## config.mk

```make
export PLATFORM = sky130hd
export DESIGN_NAME = bcd_display_converter
export DESIGN_NICKNAME = d
export VERILOG_FILES = /design/src/rtl/bcd_display_converter.sv
export SDC_FILE = /design/constraint.sdc
export NUM_CORES = 1
export LEC_CHECK = 0
export BUFFER_PORTS_ARGS = -buffer_cell sky130_fd_sc_hd__clkbuf_2
export CAP_MARGIN = 40
export CORE_ASPECT_RATIO = 0.6
export CORE_MARGIN = 2
export CORE_UTILIZATION = 30
export CTS_CLUSTER_SIZE = 25
export DETAILED_ROUTE_END_ITERATION = 7
export MAX_ROUTING_LAYER = met4
export PLACE_DENSITY_LB_ADDON = 0.08
export SLEW_MARGIN = 20
export SYNTH_ARGS = -nofsm -noshare
export SYNTH_HDL_FRONTEND = slang
export SYNTH_SLANG_ARGS = --single-unit
```

## constraint.sdc

```tcl
create_clock -name clk_n -period 2.4 [get_ports clk_n]
set_input_delay 0.24 -clock clk_n [delete_from_list [all_inputs] [get_ports clk_n]]
set_output_delay 0.24 -clock clk_n [all_outputs]
set_load 0.005 [all_outputs]
```

## src/rtl/bcd_display_converter.sv

```systemverilog
// rtl/bcd_display_converter.sv - multi-channel sequential binary-to-BCD converter with coherent snapshot
module bcd_display_converter #(
    parameter int N_CH   = 3,
    parameter int BIN_W  = 32,
    parameter int DIGITS = 5
) (
    input  logic                       clk_n,
    input  logic                       rst,
    input  logic                       start,
    input  logic                       auto_mode,
    input  logic [N_CH*BIN_W-1:0]      bin_data,
    output logic [N_CH*DIGITS*4-1:0]   bcd_out,
    output logic [N_CH-1:0]            ovf,
    output logic                       busy,
    output logic                       done
);

    localparam int BCD_W = DIGITS * 4;
    localparam int CNT_W = $clog2(BIN_W + 1);
    localparam int CH_W  = (N_CH > 1) ? $clog2(N_CH) : 1;

    localparam logic [CH_W-1:0]  LAST_CH  = CH_W'(N_CH - 1);
    localparam logic [CNT_W-1:0] CNT_INIT = CNT_W'(BIN_W);
    localparam logic [CNT_W-1:0] CNT_LAST = CNT_W'(1);
    localparam logic [BCD_W-1:0] SAT_VAL  = {DIGITS{4'h9}};

    typedef enum logic [2:0] {
        S_IDLE,
        S_LOAD,
        S_SHIFT,
        S_STORE,
        S_DONE
    } state_t;

    state_t                    r_state;
    state_t                    w_next;

    logic [N_CH*BIN_W-1:0]     r_snap;
    logic [BIN_W-1:0]          r_shift;
    logic [BCD_W-1:0]          r_acc;
    logic [CNT_W-1:0]          r_cnt;
    logic [CH_W-1:0]           r_ch;
    logic                      r_ch_ovf;
    logic [N_CH*BCD_W-1:0]     r_stage_bcd;
    logic [N_CH-1:0]           r_stage_ovf;
    logic [N_CH*BCD_W-1:0]     r_bcd_out;
    logic [N_CH-1:0]           r_ovf;
    logic                      r_busy;
    logic                      r_done;

    logic                      w_launch;
    logic [BIN_W-1:0]          w_ch_data;
    logic [BCD_W-1:0]          w_adj;

    // Start and auto-refresh are only honoured while idle; both together give one launch.
    assign w_launch = (r_state == S_IDLE) && (start || auto_mode);

    // State register.
    always_ff @(posedge clk_n or negedge rst) begin
        if (!rst) begin
            r_state <= S_IDLE;
        end else begin
            r_state <= w_next;
        end
    end

    // Next-state logic: LOAD, BIN_W shifts and STORE per channel, then one DONE cycle.
    always_comb begin
        w_next = r_state;
        case (r_state)
            S_IDLE:  if (w_launch) w_next = S_LOAD;
            S_LOAD:  w_next = S_SHIFT;
            S_SHIFT: if (r_cnt == CNT_LAST) w_next = S_STORE;
            S_STORE: w_next = (r_ch == LAST_CH) ? S_DONE : S_LOAD;
            S_DONE:  w_next = S_IDLE;
            default: w_next = S_IDLE;
        endcase
    end

    // Select the snapshot word of the channel being converted.
    always_comb begin
        w_ch_data = '0;
        for (int c = 0; c < N_CH; c++) begin
            if (r_ch == CH_W'(c)) begin
                w_ch_data = r_snap[c*BIN_W +: BIN_W];
            end
        end
    end

    // Add-3 correction on every decimal digit that would reach 10 or more once doubled.
    always_comb begin
        w_adj = r_acc;
        for (int d = 0; d < DIGITS; d++) begin
            if (r_acc[d*4 +: 4] >= 4'd5) begin
                w_adj[d*4 +: 4] = r_acc[d*4 +: 4] + 4'd3;
            end
        end
    end

    // Datapath: snapshot capture, double-dabble shifting, staging and the coherent output update.
    always_ff @(posedge clk_n or negedge rst) begin
        if (!rst) begin
            r_snap      <= '0;
            r_shift     <= '0;
            r_acc       <= '0;
            r_cnt       <= '0;
            r_ch        <= '0;
            r_ch_ovf    <= 1'b0;
            r_stage_bcd <= '0;
            r_stage_ovf <= '0;
            r_bcd_out   <= '0;
            r_ovf       <= '0;
            r_busy      <= 1'b0;
            r_done      <= 1'b0;
        end else begin
            r_done <= 1'b0;
            case (r_state)
                S_IDLE: begin
                    if (w_launch) begin
                        r_snap <= bin_data;
                        r_busy <= 1'b1;
                        r_ch   <= '0;
                    end
                end
                S_LOAD: begin
                    r_shift  <= w_ch_data;
                    r_acc    <= '0;
                    r_cnt    <= CNT_INIT;
                    r_ch_ovf <= 1'b0;
                end
                S_SHIFT: begin
                    // A set top-digit MSB after correction means the value no longer fits in DIGITS.
                    if (w_adj[BCD_W-1]) begin
                        r_ch_ovf <= 1'b1;
                    end
                    r_acc   <= {w_adj[BCD_W-2:0], r_shift[BIN_W-1]};
                    r_shift <= {r_shift[BIN_W-2:0], 1'b0};
                    r_cnt   <= r_cnt - CNT_LAST;
                end
                S_STORE: begin
                    for (int c = 0; c < N_CH; c++) begin
                        if (r_ch == CH_W'(c)) begin
                            r_stage_bcd[c*BCD_W +: BCD_W] <= r_ch_ovf ? SAT_VAL : r_acc;
                            r_stage_ovf[c]                <= r_ch_ovf;
                        end
                    end
                    if (r_ch != LAST_CH) begin
                        r_ch <= r_ch + CH_W'(1);
                    end
                end
                S_DONE: begin
                    r_bcd_out <= r_stage_bcd;
                    r_ovf     <= r_stage_ovf;
                    r_done    <= 1'b1;
                    r_busy    <= 1'b0;
                end
                default: begin
                    r_busy <= 1'b0;
                end
            endcase
        end
    end

    assign bcd_out = r_bcd_out;
    assign ovf     = r_ovf;
    assign busy    = r_busy;
    assign done    = r_done;

endmodule
```

==> impl_metrics.toml, run 1 <==
[status]
status = "completed"

[synth]
synthSimpleGateAreaFrac_pct = 7.44
yosysWarningCount = 0
netlist.area_leader.share_pct = 60.1
synth_top_cell_by_area = "dfrtp_1"
async_flop_share_pct = 100
muxShareOfSynthArea_pct = 15.7
synthFlopType = "dfrtp_1"
synth_adder_area_share_pct = 1.56
synth_seq_cells = 288
postSynthNetCount = 1088
synth-edff-count = 0
synthCells = 973
yosys-top-cells-count = "dfrtp_1, mux2_2, nand2_1"
synth.most_common_cell = "dfrtp_1"
synth.avg_cell_area_um2 = 12.3
synthesis.area_um2 = 12000
synth_top_family_by_area = "multiplexers"
ys_seq_area_share_pct = 60.1
synth_area_leaders = "dfrtp_1, mux2_2, o21ai_0"
synth_compound_area_share_pct = 11.2
synth_xor_area_share_pct = 0.803
ys_types = 43

[timing]
period_needed_ns = 1.99
slew_headroom_pct = 55.9
report.final.hold_viol_count = 0
fin_crit_sh_pct = 82.7
clock-skew-final_ns = 0.00907
tns_ns = 0
max_freq_mhz = 504
rsz0062_at_grt = "no"
drv_slew = 0
worst_pin_slew_ns = 0.662
finalSetupViolations = 0

[drt]
dr.pass1.iters = 4
ant_nets = 0
wl_per_cell_um = 16.6
dr.first_iter.drc_count = 484
drcViolationCount = 0
routed_wl_um = 29300
vias_per_cell = 4.65
num_vias = 8211

[critical_path]
crit_family = "simple AND/OR/NAND/NOR gates"
crit_type = "register to register"
cp.required_ns = 2.85
crit_slowest_cell = "dfrtp_1"
r2r_setup_slack_ns = 0.41
cp-start-kind = "register"
crit_chain = "or3b_1, and2_4, clkinv_1, o31ai_1, a32o_1"
cp.arrival_ns = 2.43
crit_buf_inv = 1
rr_worst_depth = 5
crit_path_max_fanout = 17
regToRegEndpoint = "r_acc[19]"
rr_startpoint = "r_state[0]"
crit_path_end_kind = "register"
cpPeakStageDelay_ns = 0.56

[floorplanning]
initial_core_util_pct = 30.6
core_area_um2 = 39200
die_h_um = 159
rows = 56
fp.dieW_um = 262
dieArea_um2 = 41600
design.portCount = 165

[cts]
cts-root-buf = "clkbuf_16"
cts.htree.levels = 1
cts_buffers = 29
cts_resized = 0
clk_pin_slew_worst_paths_ns = 0.06
cts_sinks = 288
cts_max_path_buffers = 3
cts_tree = "yes"
clock_latency_ns = 0.56

[global_route]
grt_usage_pct = 14.9
grt_antenna_before_repair = 0
grt_pass1_wl_um = 48500
grt-ovfl-total = 0
grt_pass1_vias = 8550
grt_max_degree = 78

[place]
place.gp.congestion = 0.683
hpwl_um = 18800
numPortBuffers = 164

[pwr]
p_leak_nw = 7.00
power_mw = 16.7
powerDensity_nw_per_um2 = 1090
ir_worst_vdd_v = 0.000582

[min_path]
min_to = "r_state[0]"
holdPathStages = 4
hold_path_class = "input pin to register"
min-delay-start = "start"

[layout]
fin_nets = 1339
diodes = 0
drive_gt1_share_pct = 32.0
fillers = 3858
area_delta_synth_final_pct = 28.2

[run]
drv_cap = 0
## state kept, by name, indices dropped and copies added, names as in the netlist, 6 cells and up
register and count:
bcd_out 60, r_acc 20, r_cnt 6, r_shift 32
r_snap 96, r_stage_bcd 60
## kinds of logic after synthesis
| logic type | count (synthesis) |
|---|---|
| xor gates and xnor gates | 11 |
| buffers and inverters | 83 |
| muxes | 168 |
| DFF | 288 |
| adders and majority gates | 15 |
| and+or+nand+nor | 175 |
| AOI/OAI and AO/OA | 233 |
## where the power goes
| group | total, mW | leakage [nW] | internal, mW | switching, mW |
|---|---|---|---|---|
| Sequential | 6.92 | 3.74 | 6.18 | 0.741 |
| Clock | 4.65 | 0.477 | 2.70 | 1.95 |
| Combinational | 5.12 | 2.78 | 2.39 | 2.73 |
| Total | 16.7 | 7.00 | 11.3 | 5.42 |
## worst reg2reg max path: stages, from the launching register on
cell and delay [ns]:
dfrtp_1 0.56, or3b_1 0.41, and2_4 0.21, clkinv_1 0.35, o31ai_1 0.14, a32o_1 0.22
## final cells by class
| type | instances | area, um^2 | area share, % |
|---|---|---|---|
| clock buffer | 44 | 872 | 5.67 |
| clock inverter | 7 | 88.8 | 0.578 |
| inverter | 18 | 67.6 | 0.439 |
| multi-input combinational | 602 | 4420 | 28.7 |
| sequential | 288 | 7210 | 46.9 |
| tap | 522 | 653 | 4.25 |
| timing repair buffer | 285 | 2070 | 13.5 |
## per-layer routing
metal	up-vias	wire length, um	GRT usage, %
met5	-	0	-
met4	0	585	2.70
met3	45	1030	2.59
met2	116	12600	21.6
met1	4103	15100	22.0
li1	3947	-	-
## metrics by stage
step | utilization [%] | cell area (um^2) | worst slack (ns) | hold WS [ns] | cells
floorplan | - | 12000 | 0.673 | -0.0556 | 973
global placement | 34.3 | 13400 | 0.435 | 0.194 | 1618
detailed placement | 34.3 | 13400 | 0.415 | 0.197 | 1618
CTS | 39.2 | 15400 | 0.388 | 0.108 | 1766
global route | 39.2 | 15400 | 0.277 | 0.154 | 1766
finish | 39.2 | 15400 | 0.414 | 0.128 | 1766
## cells in the final DEF, fill, tap and decap left out, drive strengths merged, types with 2 or more instances in the layout
master,Yosys,routed
o31ai,6,6
or3b,2,2
nand2b,15,15
dlygate4sd3,0,97
bufinv,0,2
nand3b,32,32
nor2,13,13
xnor2,6,6
inv,17,17
dfrtp,288,288
a22o,6,6
nand2,101,101
a22oi,31,31
o22ai,6,6
ha,15,15
mux2,163,163
nand3,2,2
o21ai,102,102
mux2i,5,5
xor2,5,5
clkinv,1,6
o32ai,4,4
buf,30,25
a21oi,69,69
a32o,5,5
nor4,2,2
clkbuf,35,207
## worst max-delay path by stage
| stage | from | cells after the start | endpoint |
|---|---|---|---|
| finish | r_state[0] | 5 | r_acc[19] |
| global route | r_state[0] | 4 | r_acc[17] |
| CTS | r_state[0] | 5 | r_acc[11] |
| detailed placement | r_state[0] | 5 | r_acc[11] |
| global placement | r_state[0] | 5 | r_acc[15] |
| floorplan | r_state[0] | 5 | r_snap[71] |
## repair_timing
item,4_1_cts,5_1_grt
hold endpoints to repair,142,0
setup buffers,0,0
hold buffers,97,0
Power figures use the tool's default switching activity.
==> inputs of run 2 (changes only) <==
--- a/config.mk
+++ b/config.mk
@@ -5,6 +5,7 @@
 export SDC_FILE = /design/constraint.sdc
 export NUM_CORES = 1
 export LEC_CHECK = 0
+export ABC_AREA = 1
 export BUFFER_PORTS_ARGS = -buffer_cell sky130_fd_sc_hd__clkbuf_2
 export CAP_MARGIN = 40
 export CORE_ASPECT_RATIO = 0.6
==> constraint.sdc (replaced) <==
create_clock -name clk_n -period 2.08 [get_ports clk_n]
set_input_delay 0.208 -clock clk_n [delete_from_list [all_inputs] [get_ports clk_n]]
set_output_delay 0.208 -clock clk_n [all_outputs]
set_load 0.005 [all_outputs]
==> run 2 against run 1 <==
Cell area increased by 6.4%. Sequential power increased by 14%. Clock power increased by 15%. Fmax increased by 21%. Power increased by 17%. Final cell count increased by 33%. Via count increased by 23%. Sequential share of layout area decreased by 2.8 points. Die area increased by 7.3%. Worst setup slack improved by 0.022 ns. Critical path depth increased by 1. Utilization decreased by 0.33 points. Critical path type unchanged. Largest power group unchanged. Highest routed layer unchanged.
==> impl_metrics.toml, run 2 <==
[drt]
met2_length_um = 14500
met3_length_um = 1120
dr.pass1.iters = 4
top_layer = "met4"
dr.first_iter.drc_count = 725
met1_length_um = 17300
vias_per_cell = 4.31
drcViolationCount = 0
wl_per_cell_um = 14.3
routed_wl_um = 33700
num_vias = 10135
ant_nets = 0

[cts]
clk_pin_slew_worst_paths_ns = 0.06
cts-root-buf = "clkbuf_16"
cts_sinks = 288
post_cts_buffers = 0
cts_resized = 0
cts_buffers = 31
clock_latency_ns = 0.58
cts_max_path_buffers = 3
cts.htree.levels = 1
hold_buffers = 97
cts_tree = "yes"

[synth]
synthCells = 1505
synth.most_common_cell = "nand2_1"
netlist.area_leader.share_pct = 55.9
synth_area_leaders = "dfrtp_1, nand2_1, inv_1"
synthFlopType = "dfrtp_1"
synth-edff-count = 0
yosysWarningCount = 0
yosys-top-cells-count = "nand2_1, dfrtp_1, inv_1"
synth.avg_cell_area_um2 = 8.56
synthesis.area_um2 = 12900
ys_seq_area_share_pct = 55.9
synth_seq_cells = 288
async_flop_share_pct = 100
ys_types = 28
postSynthNetCount = 1620
synth_top_cell_by_area = "dfrtp_1"

[critical_path]
r2r_setup_slack_ns = 0.44
cp.required_ns = 2.53
crit_path_max_fanout = 69
crit_path_end_kind = "register"
rr_worst_depth = 6
crit_type = "register to register"
cp-start-kind = "register"
rr_startpoint = "r_state[0]"
cpMostUsedCell = "nand2_1"
crit_slowest_cell = "dfrtp_1"
crit_path_start = "r_state[0]"
regToRegEndpoint = "r_snap[19]"
cp.arrival_ns = 2.09
crit_chain = "nor2_4, nand2_1, or2_4, buf_12, nand2_1, o21ai_2"
cpPeakStageDelay_ns = 0.46

[pwr]
ir_worst_vdd_v = 0.000526
p_leak_nw = 8.47
power_mw = 19.6
p_comb_share_pct = 32.1
swShare_pct = 36.9
pwr-share-seq_pct = 40.5
p_int_mw = 12.3
powerDensity_nw_per_um2 = 1200
p_sw_mw = 7.22
clock_power_share_pct = 27.3

[min_path]
min_to = "r_state[0]"
holdPathStages = 5
hold_path_class = "input pin to register"
min-delay-start = "start"

[floorplanning]
initial_core_util_pct = 30.6
dieArea_um2 = 44700
rows = 58
fp.dieW_um = 272
design.portCount = 165
die_h_um = 165
core_area_um2 = 42100

[layout]
layout_commonest_cell = "nand2_1"
multi_input_area_um2 = 4470
final_cell_area_um2 = 16400
regArea_um2 = 7210
fin_nets = 1873
utilization_pct = 38.8
drive_gt1_share_pct = 19.1
final-instance-count-excl-fill = 2351
layout_common_cells = "nand2_1, dfrtp_1, inv_1"
largest_reg_flops = 96
diodes = 0
largest_register = "r_snap"
fillers = 4353
area_delta_synth_final_pct = 26.9

[timing]
fin_crit_sh_pct = 79.0
postLayoutSetupSlackWorst_ns = 0.437
worst_pin_slew_ns = 0.642
report.final.hold_viol_count = 0
drv_slew = 0
clock-skew-final_ns = 0.00778
slew_headroom_pct = 57.2
rsz0062_at_grt = "no"
hold-worst-slack_ns = 0.0799
finalSetupViolations = 0
max_freq_mhz = 608
tns_ns = 0
period_needed_ns = 1.64

[global_route]
grt_pass1_vias = 9835
grt_pass1_wl_um = 54300
grt_usage_pct = 15.6
grt_antenna_before_repair = 0
grt-ovfl-total = 0
grt_max_degree = 72

[place]
numPortBuffers = 164
post-place-ws_ns = 0.431
place.gp.congestion = 0.739
hpwl_um = 22000
place_inst = 2198
dpl_cell_area_um2 = 14400

[status]
status = "completed"

[run]
drv_cap = 0
## run 2: cell types whose count changed after synthesis, moves of 35 or more
| cell | before | now |
|---|---|---|
| nand3_1 | 2 | 64 |
| a21oi_1 | 69 | 34 |
| o21ai_2 | 0 | 80 |
| mux2_2 | 159 | 0 |
| o21ai_0 | 82 | 139 |
| nand2_1 | 101 | 483 |
| nor2_1 | 13 | 84 |
| inv_1 | 17 | 197 |
## run 2: cell type report
| cell class | instances | area share, % |
|---|---|---|
| multi-input combinational | 940 | 27.4 |
| sequential | 288 | 44.1 |
| tap | 570 | 4.36 |
| timing repair buffer | 297 | 13.7 |
| clock buffer | 40 | 5.20 |
| inverter | 200 | 4.59 |
| clock inverter | 16 | 0.681 |
## run 2: power groups by stage
stage	Clock, mW	Combinational [mW]	Sequential [mW]
final	5.35	6.29	7.92
after CTS	5.57	6.44	7.93
after floorplan	0	4.75	7.75
after global placement	0	6.21	8.01
after global routing	5.81	7.24	8.12
after detailed placement	0	6.28	8.01
## run 2: cell families after synthesis
kind of cell               synth area share [%]
buffers and inverters                      9.49
AOI/OAI and AO/OA                          12.8
DFF                                        55.9
adders and majority gates                  1.46
xor gates and xnor gates                 0.0680
and+or+nand+nor                            20.3
## run 2: how the worst max path moves through the flow
| stage | cells after the start | to |
|---|---|---|
| after global routing | 6 | r_snap[52] |
| after CTS | 7 | r_stage_bcd[48] |
| final | 6 | r_snap[19] |
| after global placement | 6 | r_stage_bcd[51] |
| after detailed placement | 6 | r_stage_bcd[48] |
| after floorplan | 9 | r_shift[12] |
## run 2: metal layers
metal | GRT usage (%) | vias up
li1 | - | 5199
met1 | 23.2 | 4729
met2 | 22.4 | 162
met3 | 2.28 | 45
met4 | 3.37 | 0
met5 | - | -
## run 2: worst max-delay path: cells and delay by family, from the launching register on
kind                   cells  cell delay [ns]
buffers and inverters      1             0.26
flip-flops                 1             0.46
AO/OA/AOI/OAI              1             0.05
AND/OR/NAND/NOR            4             0.71
==> inputs of run 3 (changes only) <==
==> constraint.sdc (replaced) <==
create_clock -name clk_n -period 1.45 [get_ports clk_n]
set_input_delay 0.145 -clock clk_n [delete_from_list [all_inputs] [get_ports clk_n]]
set_output_delay 0.145 -clock clk_n [all_outputs]
set_load 0.005 [all_outputs]
==> run 3 against run 2 <==
The run now ends with setup timing left. Worst setup slack got worse by 0.49 ns. Critical path depth increased by 4. Wire length increased by 17%. Utilization increased by 3.0 points. Cell area increased by 7.8%. Sequential share of layout area decreased by 3.2 points. Clock power increased by 50%. Critical path type unchanged. Critical endpoint is now r_shift[8]. Largest power group is now combinational logic.
==> impl_metrics.toml, run 3 (synthesized netlist as in run 2, its figures left out) <==
[global_route]
grt_pass1_vias = 9913
use_met2_pct = 22.3
grt_max_degree = 64
grt_usage_pct = 15.5
grt-ovfl-total = 0
use_met3_pct = 2.40
grt_pass1_wl_um = 54300
busiest_layer = "met1"
gr-usage-met1_pct = 23.1
grt_antenna_before_repair = 0

[timing]
fin_crit_sh_pct = 104
postLayoutSetupSlackWorst_ns = -0.0518
slew_headroom_pct = 72.0
worst_pin_slew_ns = 0.419
clock-skew-final_ns = 0.0205
rsz0062_at_grt = "yes"
max_freq_mhz = 666
report.final.hold_viol_count = 0
hold-worst-slack_ns = 0.0357
period_needed_ns = 1.50
finalSetupViolations = 113
drv_slew = 0

[critical_path]
crit_chain = "inv_1, ha_2, inv_2, nor2_4, buf_12, clkbuf_16, nand2_1, nand2_1, nand2_1, nand3_1"
crit_family = "buffers and inverters"
crit_type = "register to register"
crit_slowest_cell = "dfrtp_1"
cp-start-kind = "register"
crit_buf_inv = 4
cp.required_ns = 1.96
crit_path_end_kind = "register"
cp.arrival_ns = 2.01
crit_path_max_fanout = 6
cpMostUsedCell = "nand2_1"
cpPeakStageDelay_ns = 0.39

[status]
status = "finished, violations left"
violations = "setup timing"

[layout]
layout_commonest_cell = "nand2_1"
final_cell_area_um2 = 17600
layout_common_cells = "nand2_1, dfrtp_1, inv_1"
area_delta_synth_final_pct = 36.9
diodes = 0
largest_reg_flops = 96
drive_gt1_share_pct = 26.0
fin_nets = 1928
largest_register = "r_snap"

[pwr]
powerDensity_nw_per_um2 = 1800
ir_worst_vdd_v = 0.00107
p_leak_nw = 9.00

[cts]
clk_pin_slew_worst_paths_ns = 0.07
clock_latency_ns = 0.58
cts_sinks = 288
cts_buffers = 31
cts_tree = "yes"
cts_max_path_buffers = 3
cts-root-buf = "clkbuf_16"
cts.htree.levels = 1

[floorplanning]
dieArea_um2 = 44700
design.portCount = 165
initial_core_util_pct = 30.6
rows = 58
die_h_um = 165
core_area_um2 = 42100
fp.dieW_um = 272

[drt]
wl_per_cell_um = 16.3
vias_per_cell = 4.40
drcViolationCount = 0
dr.first_iter.drc_count = 707
ant_nets = 0
routed_wl_um = 39300
num_vias = 10591
dr.pass1.iters = 4

[min_path]
hold_path_class = "input pin to async pin"

[place]
place.gp.congestion = 0.757
dpl_cell_area_um2 = 14600
numPortBuffers = 164
hpwl_um = 21900

[run]
drv_cap = 0
[run 3: where the power goes]
group / internal [mW] / total (mW) / switching, mW
combinational: 5.12 / 12.3 / 7.15
clock: 4.57 / 8.00 / 3.43
sequential: 10.2 / 11.5 / 1.38
total: 19.9 / 31.8 / 12.0
[run 3: through the flow]
step	setup WS, ns	power (mW)	instances	utilization (%)	setup TNS (ns)
after global routing	-0.129	34.0	2406	41.9	-17.46
after floorplan	0.0174	18.0	1505	-	0
after detailed placement	-0.0542	20.8	2213	34.6	-0.562
after CTS	-0.0465	29.4	2370	39.5	-2.55
final	-0.0518	31.8	2406	41.9	-2.27
after global placement	-0.0261	20.7	2213	34.6	-0.0433
[run 3: worst register-to-register path, stage by stage, from the launching register on]
cell and delay (ns):
dfrtp_1 0.39, inv_1 0.12, ha_2 0.19, inv_2 0.06
nor2_4 0.12, buf_12 0.14, clkbuf_16 0.17, nand2_1 0.06
nand2_1 0.06, nand2_1 0.06, nand3_1 0.07
[run 3: routing by layer]
layer | part of all wire [%] | vias to the layer above
li1 | - | 5323
met1 | 53 | 5079
met2 | 42 | 150
met3 | 3.3 | 39
met4 | 1.4 | 0
met5 | 0 | -
[run 3: final timing paths]
path | from | endpoint | slack [ns] | cells after the start
min in group clk_n | bin_data[60] | r_snap[60] | 0.34 | 4
worst max register to register | r_ch[1] | r_shift[8] | -0.05 | 10
max in group asynchronous | rst | ovf[2] | 0.75 | 3
worst min-delay path | rst | r_stage_bcd[3] | 0.04 | 2
worst min register to register | r_acc[1] | r_acc[1] | 0.48 | 2
worst max-delay path | r_ch[1] | r_shift[8] | -0.05 | 10
[run 3: area by class of cell]
type | count | area [um^2]
Tap cell | 570 | 713
Sequential cell | 288 | 7210
Fill cell | 4276 | 24500
Timing Repair Buffer | 349 | 3140
Clock inverter | 14 | 128
Multi-Input combinational cell | 943 | 4810
Inverter | 200 | 757
Clock buffer | 42 | 877
[run 3: repair_timing]
| action | CTS | global route |
|---|---|---|
| gates resized for setup | 4 | 118 |
| endpoints found under the hold margin | 385 | 0 |
| hold buffers | 99 | 0 |
| pin swaps | 1 | 7 |
| cloned | 1 | 28 |
| buffers inserted | 1 | 8 |
| endpoints found under the setup margin | 145 | 265 |
